## src/rtl/nds_pkg.sv

```systemverilog
// Shared constants, pixel payload type and FSM states for the NDS top-LCD capture path.
// NDS_DOUBLE_BUFFER_EN adds a bank bit above the 16-bit frame address.
package nds_pkg;

   localparam int unsigned NDS_W      = 256;
   localparam int unsigned NDS_H      = 192;
   localparam int unsigned NDS_ADDR_W = 16;
   localparam int unsigned NDS_PIX_W  = 18;

`ifdef NDS_DOUBLE_BUFFER_EN
   localparam int unsigned NDS_BRAM_AW = NDS_ADDR_W + 1;
`else
   localparam int unsigned NDS_BRAM_AW = NDS_ADDR_W;
`endif

   typedef struct packed {
      logic [5:0] r;
      logic [5:0] g;
      logic [5:0] b;
   } rgb666_t;

   typedef enum logic [2:0] {
      ST_IDLE,
      ST_WAIT_VS,
      ST_V_SKIPPING,
      ST_WAIT_HS,
      ST_H_SKIPPING,
      ST_ACTIVE,
      ST_FRAME_END
   } cap_state_e;

endpackage

```

## src/rtl/nds_input_sync.sv

```systemverilog
// Synchronizes the asynchronous NDS LCD bus into pixel_clk and produces registered
// dclk_rise / hs_rel / vs_rel pulses with pixel data aligned to dclk_rise.
module nds_input_sync
   import nds_pkg::*;
#(
   parameter int unsigned SYNC_STAGES = 2
) (
   input  logic    pixel_clk,
   input  logic    reset,
   input  logic    nds_dclk,
   input  logic    nds_hs_n,
   input  logic    nds_vs_n,
   input  rgb666_t nds_pix,
   output rgb666_t pix,
   output logic    dclk_rise,
   output logic    hs_rel,
   output logic    vs_rel
);

   localparam int unsigned STAGES = (SYNC_STAGES < 2) ? 2 : SYNC_STAGES;
   localparam int unsigned PIX_W  = $bits(rgb666_t);
   localparam int unsigned IN_W   = 3 + PIX_W;

   logic [IN_W-1:0] sync_q [STAGES];
   logic [IN_W-1:0] sync_d [STAGES];
   logic [2:0]      ctrl_prev_q, ctrl_prev_d;
   logic [STAGES:0] fill_q, fill_d;
   logic [2:0]      ctrl_c;
   rgb666_t         pix_q, pix_d;
   logic            dclk_rise_q, dclk_rise_d;
   logic            hs_rel_q, hs_rel_d;
   logic            vs_rel_q, vs_rel_d;

   // Edges are masked until the chain holds real pin samples, so the cleared
   // flops rising to idle-high levels after reset never look like a sync release.
   always_comb begin
      sync_d[0] = {nds_dclk, nds_hs_n, nds_vs_n, nds_pix};
      for (int i = 1; i < STAGES; i++) begin
         sync_d[i] = sync_q[i-1];
      end
      ctrl_c      = sync_q[STAGES-1][IN_W-1 -: 3];
      ctrl_prev_d = ctrl_c;
      fill_d      = {fill_q[STAGES-1:0], 1'b1};
      dclk_rise_d = fill_q[STAGES] & ctrl_c[2] & ~ctrl_prev_q[2];
      hs_rel_d    = fill_q[STAGES] & ctrl_c[1] & ~ctrl_prev_q[1];
      vs_rel_d    = fill_q[STAGES] & ctrl_c[0] & ~ctrl_prev_q[0];
      pix_d       = rgb666_t'(sync_q[STAGES-1][PIX_W-1:0]);
   end

   always_ff @(posedge pixel_clk or posedge reset) begin
      if (reset) begin
         for (int i = 0; i < STAGES; i++) begin
            sync_q[i] <= '0;
         end
         ctrl_prev_q <= '0;
         fill_q      <= '0;
         pix_q       <= '0;
         dclk_rise_q <= 1'b0;
         hs_rel_q    <= 1'b0;
         vs_rel_q    <= 1'b0;
      end else begin
         for (int i = 0; i < STAGES; i++) begin
            sync_q[i] <= sync_d[i];
         end
         ctrl_prev_q <= ctrl_prev_d;
         fill_q      <= fill_d;
         pix_q       <= pix_d;
         dclk_rise_q <= dclk_rise_d;
         hs_rel_q    <= hs_rel_d;
         vs_rel_q    <= vs_rel_d;
      end
   end

   assign pix       = pix_q;
   assign dclk_rise = dclk_rise_q;
   assign hs_rel    = hs_rel_q;
   assign vs_rel    = vs_rel_q;

endmodule

```

## src/rtl/nds_capture_writer.sv

```systemverilog
// Captures NDS top-LCD RGB666 frames into BRAM at address y*256+x, one pixel per word.
// Define NDS_DOUBLE_BUFFER_EN for a two-bank buffer with a disp_bank output.
module nds_capture_writer
   import nds_pkg::*;
#(
   parameter int unsigned H_ACTIVE    = NDS_W,
   parameter int unsigned V_ACTIVE    = NDS_H,
   parameter int unsigned H_SKIP      = 0,
   parameter int unsigned V_SKIP      = 0,
   parameter int unsigned SYNC_STAGES = 2
) (
   input  logic                   pixel_clk,
   input  logic                   reset,
   input  logic                   nds_dclk,
   input  logic                   nds_hs_n,
   input  logic                   nds_vs_n,
   input  logic [5:0]             nds_r,
   input  logic [5:0]             nds_g,
   input  logic [5:0]             nds_b,
   input  logic                   capture_en,
   output logic                   bram_en,
   output logic                   bram_we,
   output logic [NDS_BRAM_AW-1:0] bram_addr,
   output logic [NDS_PIX_W-1:0]   bram_din,
   output logic                   frame_done,
   output logic [7:0]             frame_count,
   output logic                   err_sticky
`ifdef NDS_DOUBLE_BUFFER_EN
   ,
   output logic                   disp_bank
`endif
);

   localparam int unsigned X_W    = 9;
   localparam int unsigned Y_W    = 8;
   localparam int unsigned SKIP_W = 10;

   localparam cap_state_e H_ENTRY = (H_SKIP == 0) ? ST_ACTIVE  : ST_H_SKIPPING;
   localparam cap_state_e V_ENTRY = (V_SKIP == 0) ? ST_WAIT_HS : ST_V_SKIPPING;

   rgb666_t nds_pix_c;
   rgb666_t pix;
   logic    dclk_rise, hs_rel, vs_rel;

   assign nds_pix_c = '{r: nds_r, g: nds_g, b: nds_b};

   nds_input_sync #(
      .SYNC_STAGES (SYNC_STAGES)
   ) u_sync (
      .pixel_clk (pixel_clk),
      .reset     (reset),
      .nds_dclk  (nds_dclk),
      .nds_hs_n  (nds_hs_n),
      .nds_vs_n  (nds_vs_n),
      .nds_pix   (nds_pix_c),
      .pix       (pix),
      .dclk_rise (dclk_rise),
      .hs_rel    (hs_rel),
      .vs_rel    (vs_rel)
   );

   cap_state_e             state_q, state_d;
   logic [X_W-1:0]         x_q, x_d;
   logic [Y_W-1:0]         y_q, y_d;
   logic [SKIP_W-1:0]      skip_q, skip_d;
   logic                   err_q, err_d;
   logic [7:0]             fc_q, fc_d;
   logic                   fd_q, fd_d;
   logic                   we_q, we_d;
   logic [NDS_BRAM_AW-1:0] addr_q, addr_d;
   logic [NDS_PIX_W-1:0]   din_q, din_d;
   logic                   x_last_c, y_last_c;
`ifdef NDS_DOUBLE_BUFFER_EN
   logic                   wr_bank_q, wr_bank_d;
   logic                   disp_bank_q, disp_bank_d;
`endif

   assign x_last_c = (x_q == X_W'(H_ACTIVE - 1));
   assign y_last_c = (y_q == Y_W'(V_ACTIVE - 1));

   // Next-state, counters and the registered write strobe.
   always_comb begin
      state_d = state_q;
      x_d     = x_q;
      y_d     = y_q;
      skip_d  = skip_q;
      err_d   = err_q;
      fc_d    = fc_q;
      fd_d    = 1'b0;
      we_d    = 1'b0;
      addr_d  = '0;
      din_d   = '0;
`ifdef NDS_DOUBLE_BUFFER_EN
      wr_bank_d   = wr_bank_q;
      disp_bank_d = disp_bank_q;
`endif

      unique case (state_q)
         ST_IDLE: begin
            if (capture_en) state_d = ST_WAIT_VS;
         end
         ST_WAIT_VS: begin
            if (!capture_en) begin
               state_d = ST_IDLE;
            end else if (vs_rel) begin
               x_d     = '0;
               y_d     = '0;
               skip_d  = '0;
               state_d = V_ENTRY;
            end
         end
         ST_V_SKIPPING: begin
            if (hs_rel) begin
               if (skip_q == SKIP_W'(V_SKIP - 1)) begin
                  skip_d  = '0;
                  state_d = ST_WAIT_HS;
               end else begin
                  skip_d = skip_q + SKIP_W'(1);
               end
            end
         end
         ST_WAIT_HS: begin
            if (hs_rel) begin
               x_d     = '0;
               skip_d  = '0;
               state_d = H_ENTRY;
            end
         end
         ST_H_SKIPPING, ST_ACTIVE: begin
            // A line ending early still advances y; it wins over a same-cycle dclk.
            if (hs_rel) begin
               err_d  = 1'b1;
               x_d    = '0;
               skip_d = '0;
               if (y_last_c) begin
                  state_d = ST_FRAME_END;
               end else begin
                  y_d     = y_q + Y_W'(1);
                  state_d = H_ENTRY;
               end
            end else if (dclk_rise) begin
               if (state_q == ST_H_SKIPPING) begin
                  if (skip_q == SKIP_W'(H_SKIP - 1)) begin
                     skip_d  = '0;
                     state_d = ST_ACTIVE;
                  end else begin
                     skip_d = skip_q + SKIP_W'(1);
                  end
               end else begin
                  we_d  = 1'b1;
                  din_d = pix;
`ifdef NDS_DOUBLE_BUFFER_EN
                  addr_d = {wr_bank_q, y_q, x_q[7:0]};
`else
                  addr_d = {y_q, x_q[7:0]};
`endif
                  if (x_last_c) begin
                     x_d = '0;
                     if (y_last_c) begin
                        state_d = ST_FRAME_END;
                     end else begin
                        y_d     = y_q + Y_W'(1);
                        state_d = ST_WAIT_HS;
                     end
                  end else begin
                     x_d = x_q + X_W'(1);
                  end
               end
            end
         end
         ST_FRAME_END: begin
            fd_d = 1'b1;
            fc_d = fc_q + 8'd1;
            x_d  = '0;
            y_d  = '0;
`ifdef NDS_DOUBLE_BUFFER_EN
            disp_bank_d = wr_bank_q;
            wr_bank_d   = ~wr_bank_q;
`endif
            // A VSYNC landing on this cycle already starts the next frame.
            if (!capture_en) begin
               state_d = ST_IDLE;
            end else if (vs_rel) begin
               skip_d  = '0;
               state_d = V_ENTRY;
            end else begin
               state_d = ST_WAIT_VS;
            end
         end
         default: state_d = ST_IDLE;
      endcase

      // Premature VSYNC abandons the partial frame without a frame_done.
      if (vs_rel && (state_q inside {ST_V_SKIPPING, ST_WAIT_HS, ST_H_SKIPPING, ST_ACTIVE})) begin
         err_d   = 1'b1;
         x_d     = '0;
         y_d     = '0;
         skip_d  = '0;
         we_d    = 1'b0;
         addr_d  = '0;
         din_d   = '0;
         state_d = V_ENTRY;
      end
   end

   always_ff @(posedge pixel_clk or posedge reset) begin
      if (reset) begin
         state_q <= ST_IDLE;
         x_q     <= '0;
         y_q     <= '0;
         skip_q  <= '0;
         err_q   <= 1'b0;
         fc_q    <= '0;
         fd_q    <= 1'b0;
         we_q    <= 1'b0;
         addr_q  <= '0;
         din_q   <= '0;
`ifdef NDS_DOUBLE_BUFFER_EN
         wr_bank_q   <= 1'b0;
         disp_bank_q <= 1'b1;
`endif
      end else begin
         state_q <= state_d;
         x_q     <= x_d;
         y_q     <= y_d;
         skip_q  <= skip_d;
         err_q   <= err_d;
         fc_q    <= fc_d;
         fd_q    <= fd_d;
         we_q    <= we_d;
         addr_q  <= addr_d;
         din_q   <= din_d;
`ifdef NDS_DOUBLE_BUFFER_EN
         wr_bank_q   <= wr_bank_d;
         disp_bank_q <= disp_bank_d;
`endif
      end
   end

   assign bram_en     = we_q;
   assign bram_we     = we_q;
   assign bram_addr   = addr_q;
   assign bram_din    = din_q;
   assign frame_done  = fd_q;
   assign frame_count = fc_q;
   assign err_sticky  = err_q;
`ifdef NDS_DOUBLE_BUFFER_EN
   assign disp_bank   = disp_bank_q;
`endif

endmodule

```

## config.mk

```make
export PLATFORM = sky130hd
export DESIGN_NAME = nds_capture_writer
export DESIGN_NICKNAME = d
export VERILOG_FILES = /design/src/rtl/nds_pkg.sv /design/src/rtl/nds_input_sync.sv /design/src/rtl/nds_capture_writer.sv
export SDC_FILE = /design/constraint.sdc
export NUM_CORES = 1
export LEC_CHECK = 0
export CAP_MARGIN = 40
export CORE_ASPECT_RATIO = 0.6
export CORE_MARGIN = 2
export CORE_UTILIZATION = 45
export CTS_CLUSTER_DIAMETER = 100
export DETAILED_ROUTE_END_ITERATION = 7
export GPL_TIMING_DRIVEN = 1
export PLACE_DENSITY = 0.67
export SLEW_MARGIN = 20
export SYNTH_ARGS = -nofsm -noshare
export SYNTH_HDL_FRONTEND = slang
export SYNTH_HIERARCHICAL = 1
export SYNTH_SLANG_ARGS = --single-unit
export TNS_END_PERCENT = 20
```

## constraint.sdc

```tcl
create_clock -name pixel_clk -period 3.4 [get_ports pixel_clk]
set_input_delay 0.34 -clock pixel_clk [delete_from_list [all_inputs] [get_ports pixel_clk]]
set_output_delay 0.34 -clock pixel_clk [all_outputs]
set_load 0.05 [all_outputs]
```

; ---- Yosys cells after proc, flatten, opt, wreduce, memory -nomap -nowiden
; Cells that the tools add are included.
[word_totals]
register_bits = 144
latchBits = 0
ram_bits = 0
mem_bits_ro = 0
output_inout_bits = 46
wordCells = 136
mem_count = 0
[op_classes]
add_sub_neg = 4
n_mul = 0
n_div = 0
order_cmp = 0
eq_ne = 24
shift = 0
n_mux = 64
bitwise = 9
n_reduce_logical = 15
[op_table]
columns = operator, count
row1 = 10-bit 2-to-1 mux, 9
row2 = 18-bit 2-to-1 mux, 5
row3 = 16-bit 2-to-1 mux, 5
row4 = 9-bit 2-to-1 mux, 8
row5 = 8-bit 2-to-1 mux, 8
row6 = 10-bit case mux with 4 select lines, 1
row7 = 3-bit 2-to-1 mux, 13
row8 = 9-bit case mux with 4 select lines, 1
row9 = 8-bit case mux with 3 select lines, 1
row10 = 3-bit case mux with 6 select lines, 1
row11 = "8-bit by 1-bit adder with 8-bit output, second input constant", 2
row12 = "4-bit by 3-bit inequality test with 1-bit output, second input constant", 4
row13 = "3-bit by 1-bit inequality test with 1-bit output, second input constant", 4
row14 = 6-bit AND reduction, 2
row15 = "10-bit by 1-bit adder with 10-bit output, second input constant", 1
row16 = "10-bit == test, second input constant", 1
row17 = "5-bit by 4-bit inequality test with 1-bit output, second input constant", 2
row18 = 5-bit nonzero test, 2
row19 = "9-bit by 1-bit adder with 9-bit output, second input constant", 1
row20 = "3-bit == test, second input constant", 3
row21 = "9-bit by 8-bit == test with 1-bit output, second input constant", 1
row22 = 1-bit 2-to-1 mux, 9
row23 = "8-bit == test, second input constant", 1
row24 = 8-bit AND reduction, 1
row25 = other kinds (15), 30

; ---- Logic depth before layout (Yosys ltp)
[depth]
ltp_word = 8
ltp_mapped = 9

; ---- Hierarchy
; The synthesis kept the hierarchy.
[by_module_without_submodules]
columns = module, instances, cells_per_inst, area_per_inst_um2, seq_area_each_um2
row1 = nds_capture_writer, 1, 342, 3525.9, 1876.8
row2 = nds_input_sync, 1, 74, 1760.4, 1726.7

; ---- Least setup slack after synthesis
; OpenSTA, ideal clock, no wires.
[synth_timing]
kind = reg2reg
from = reg u_sync.vs_rel_q, in the netlist u_sync/vs_rel
to = reg y_q[3]
setup_time_ns = 0.122
arrival_ns = 1.878
required_ns = 3.278
slack_ns = 1.400
stages_incl_launch_ff = 8
synth_period_minus_slack_ns = 2.000
path_cell_list = dfrtp_1 or4b_1 buf_2 a21o_1 and4_4 buf_6 buf_6 a32o_1
[synth_via]
elab_chain_cells = 3
word_cells_on_any_way = 9
cone_classes = eq/ne: 5 / mux: 1 / reduce/logical: 3
[synth_lines]
columns = element, line
row1 = start: declaration, nds_input_sync.sv:32  ; logic vs_rel_q, vs_rel_d;
row2 = start signal: assignment, nds_input_sync.sv:70  ; vs_rel_q <= vs_rel_d;
row3 = 1-bit logical AND, nds_capture_writer.sv:194  ; if (vs_rel && (state_q inside {ST_V_SKIPPING, ST_WAIT_HS, ST_H_SKIPPING, ST_ACTIVE})) begin
row4 = "4-bit by 3-bit inequality test with 1-bit output (no line), or another cell as far along", n/a
row5 = 6-bit AND reduction (no line), n/a
row6 = end signal: assignment, nds_capture_writer.sv:225  ; y_q <= y_d;
row7 = end: declaration, nds_capture_writer.sv:64  ; logic [Y_W-1:0] y_q, y_d;
; Several ways; a longest one is shown, not always the timed one.
; A chain may end at the register's enable or synchronous reset.

; ---- Worst setup path after layout
[layout_timing]
from = reg state_q[2]
to = reg skip_q[5]
[layout_via]
elab_chain_cells = 5
word_cells_on_any_way = 20
cone_classes = eq/ne: 12 / mux: 2 / reduce/logical: 6
[layout_lines]
columns = element, line
row1 = start: declaration, nds_capture_writer.sv:62  ; cap_state_e state_q, state_d;
row2 = start signal: assignment, nds_capture_writer.sv:223  ; state_q <= state_d;
row3 = "3-bit by 2-bit == test with 1-bit output, or another cell as far along", "nds_capture_writer.sv:98, nds_capture_writer.sv:194"
row4 = 4-bit nonzero test, nds_capture_writer.sv:194
row5 = 1-bit logical AND, nds_capture_writer.sv:194
row6 = "4-bit by 3-bit inequality test with 1-bit output (no line), or another cell as far along", n/a
row7 = 7-bit AND reduction (no line), n/a
row8 = end signal: assignment, nds_capture_writer.sv:226  ; skip_q <= skip_d;
row9 = end: declaration, nds_capture_writer.sv:65  ; logic [SKIP_W-1:0] skip_q, skip_d;
; Several ways; a longest one is shown, not always the timed one.

==> metrics.csv <==
metric,value,unit
status,finished clean,
synthMuxAreaShare,0.0107,
antenna_found_initial,0,
synth_top_cell_by_area,dfrtp_1,
final_cells,664,
drtIter0Drc,317,
gr-total-overflow,0,
synthSimpleGateAreaFrac,0.158,
drive_gt1_frac,0.103,
arrival,2.93,ns
syn_inst,416,
critPathKind,flop to flop,
cts_tree,done,
cts_made_buffers,17,
layout.nets,519,
path_max_fanout,25,
maxSlewViolCount,0,
setup_violations,0,
yosys_warnings,6,
die_w,144,um
synthDistinctLibCells,60,
stdcell_area,6700,um2
grt_pass1_wl,16200,um
ant_nets,0,
ctsResizeCount,0,
clock_sinks,144,
vias,3450,
hold_viol_final,0,
ys_ff_latch,144,
synth_area_leaders,"dfrtp_1 (68%), and2_1 (4.0%), o21ai_0 (2.3%)",
critPathLaunchType,flop,
fin_crit_sh,0.761,
insertion_delay,0.41,ns
min_period,2.59,ns
synth_flop_cell,dfrtp_1,
holdWs,0.291,ns
cts_root_buf,clkbuf_16,
seq_area_frac_synth,0.682,
viasPerCell,5.20,
vdd_drop_max,0.459,mV
cp-end-kind,flop,
final_util,0.589,
grt_max_degree,32,
synth_compound_area_frac,0.103,
synth_top_family_by_area,simple AND/OR/NAND/NOR gates,
maxSlewHeadroom,0.492,
timing.fmax,386,MHz
dpl_cell_area,6120,um2
fin_skew,0.00452,ns
drt-pass1-iter-count,5,
std_cell_rows,30,
syn_nets,444,
clk_path_buf_depth,2,
gr-usage-all-layers,0.172,
power_density,680,nW/um2
synth_xor_area_frac,0.0133,
p_leak,3.04,nW
n_antenna_cell,0,
wl_per_cell,14.9,um
die_h,88.0,um
async_reset_ff_frac,1.00,
initial_core_util,0.465,
synth_top_area_frac,0.682,
routed_wl,9890,um
cts_hold_buffers,0,
post-cts-setup-buffers,0,
crit_required,3.75,ns
post-dp-hpwl,6520,um
core_area,11400,um2
portBuffers,69,
dieArea,12700,um2
max_cap_violations,0,
place_inst,632,
synth_edf_count,0,
clkTransAtPathRegs,0.06,ns
syn_to_final_growth,26.7,%
worstMarginPinSlew,0.761,ns
fillerInstances,910,
gp_congestion,0.845,
avgSynthCellArea,12.7,um2
rsz0062_at_grt,no,
hold_path_class,input pin to async pin,
tns,0,ns
drc,0,
yosys.area_share.adder,0.00947,
grt_pass1_vias,3375,
htree_levels,4,
synth_area,5290,um2
top_level_ports,70,
[per-layer routing]
metal / track usage / part of all wire
met2: 0.245 / 0.45
met4: 0.0775 / 0.017
met5: 0 / 0
met3: 0.0765 / 0.076
met1: 0.229 / 0.46
[final timing paths]
kind / start / end / slack (ns) / cells past startpoint
max: state_q[2] / skip_q[5] / 0.81 / 5
min: reset / u_sync/pix_d[9] / 0.29 / 2
max reg2reg: state_q[2] / skip_q[5] / 0.81 / 5
min reg2reg: u_sync/sync_d[18] / u_sync/ctrl_c[0] / 0.34 / 0
max in group asynchronous: reset / skip_q[2] / 2.29 / 3
min in group pixel_clk: u_sync/sync_d[18] / u_sync/ctrl_c[0] / 0.34 / 0
[synth_stat cells, types with 3 or more instances]
cell      count
a21o_1        3
a21oi_1      13
a22o_1        4
a32o_1        5
and2_1       34
and3_1        5
and3b_1       5
and4_1        3
buf_2         6
clkbuf_1      9
dfrtp_1     144
ha_1          4
inv_1         7
mux2_2        5
nand2_1      24
nand2b_1      6
nand3_1      13
nand4_1       3
nor2_1       25
nor2b_1       7
nor3_1        6
o21a_1        4
o21ai_0      24
o31ai_1       6
or2_2         3
xnor2_1       4
xor2_1        4
[critical path, stage by stage, from the launching register on]
cell,delay [ns]
dfrtp_1,0.83
or4b_1,0.66
nand3_1,0.32
o21a_1,0.21
o21a_1,0.30
a221o_1,0.20
[sequential cells by signal, summed over array words and instances (netlist names), 3 cells and up]
signal and count:
x_q 9, frame_count 8, bram_addr 16, y_q 8, state_q 3, u_sync/ctrl_c 3, u_sync/pix 18, bram_din 18
u_sync/pix_d 18, skip_q 10, u_sync/sync_d 21, u_sync/ctrl_prev_q 3, u_sync/fill_q 3
[per-stage QoR]
step | worst slack [ns] | power, mW
2_1_floorplan | 1.15 | 2.60
3_3_place_gp | 0.913 | 2.75
3_5_place_dp | 0.780 | 2.79
4_1_cts | 0.765 | 4.59
5_1_grt | 0.548 | 4.79
6_report | 0.812 | 4.56
[cell usage in the layout, fill, tap and decap left out, types with 4 or more instances in the layout]
master and instances:
dfrtp_1 144, clkdlybuf4s50_1 69, and2_1 34, nor2_1 25, nand2_1 24, o21ai_0 24
clkbuf_16 17, a21oi_1 13, nand3_1 13, nor2b_1 7, nand2b_1 6, nor3_1 6
o31ai_1 6, inv_6 6, buf_4 6, inv_1 5, a32o_1 5, and3_1 5
mux2_2 5, and3b_1 5, o21a_1 4, xnor2_1 4, xor2_1 4, a22o_1 4
ha_1 4
[where the power goes]
group	switching [mW]	internal (mW)
Combinational	0.448	0.339
Clock	0.756	1.03
Sequential	0.161	1.82
Total	1.37	3.19
[logic make-up (layout without fill, tap and decap cells)]
kind of cell    count (synthesis)  after routing
mux                             5              5
fa+ha+maj                       4              4
simple gates                  148            148
other cells                     1              1
compound gates                 80             80
flops                         144            144
buf+inv                        26            114
xor+xnor                        8              8
[cell type report]
class / count / area (um2) / share of cell area
Sequential cell: 144 / 3600 / 0.538
Multi-Input combinational cell: 246 / 1560 / 0.233
Timing Repair Buffer: 75 / 736 / 0.110
Clock buffer: 17 / 425 / 0.0635
Tap cell: 160 / 200 / 0.0299
Clock inverter: 15 / 146 / 0.0219
Inverter: 7 / 26.3 / 0.00392
(Power assumes the default switching activity.)
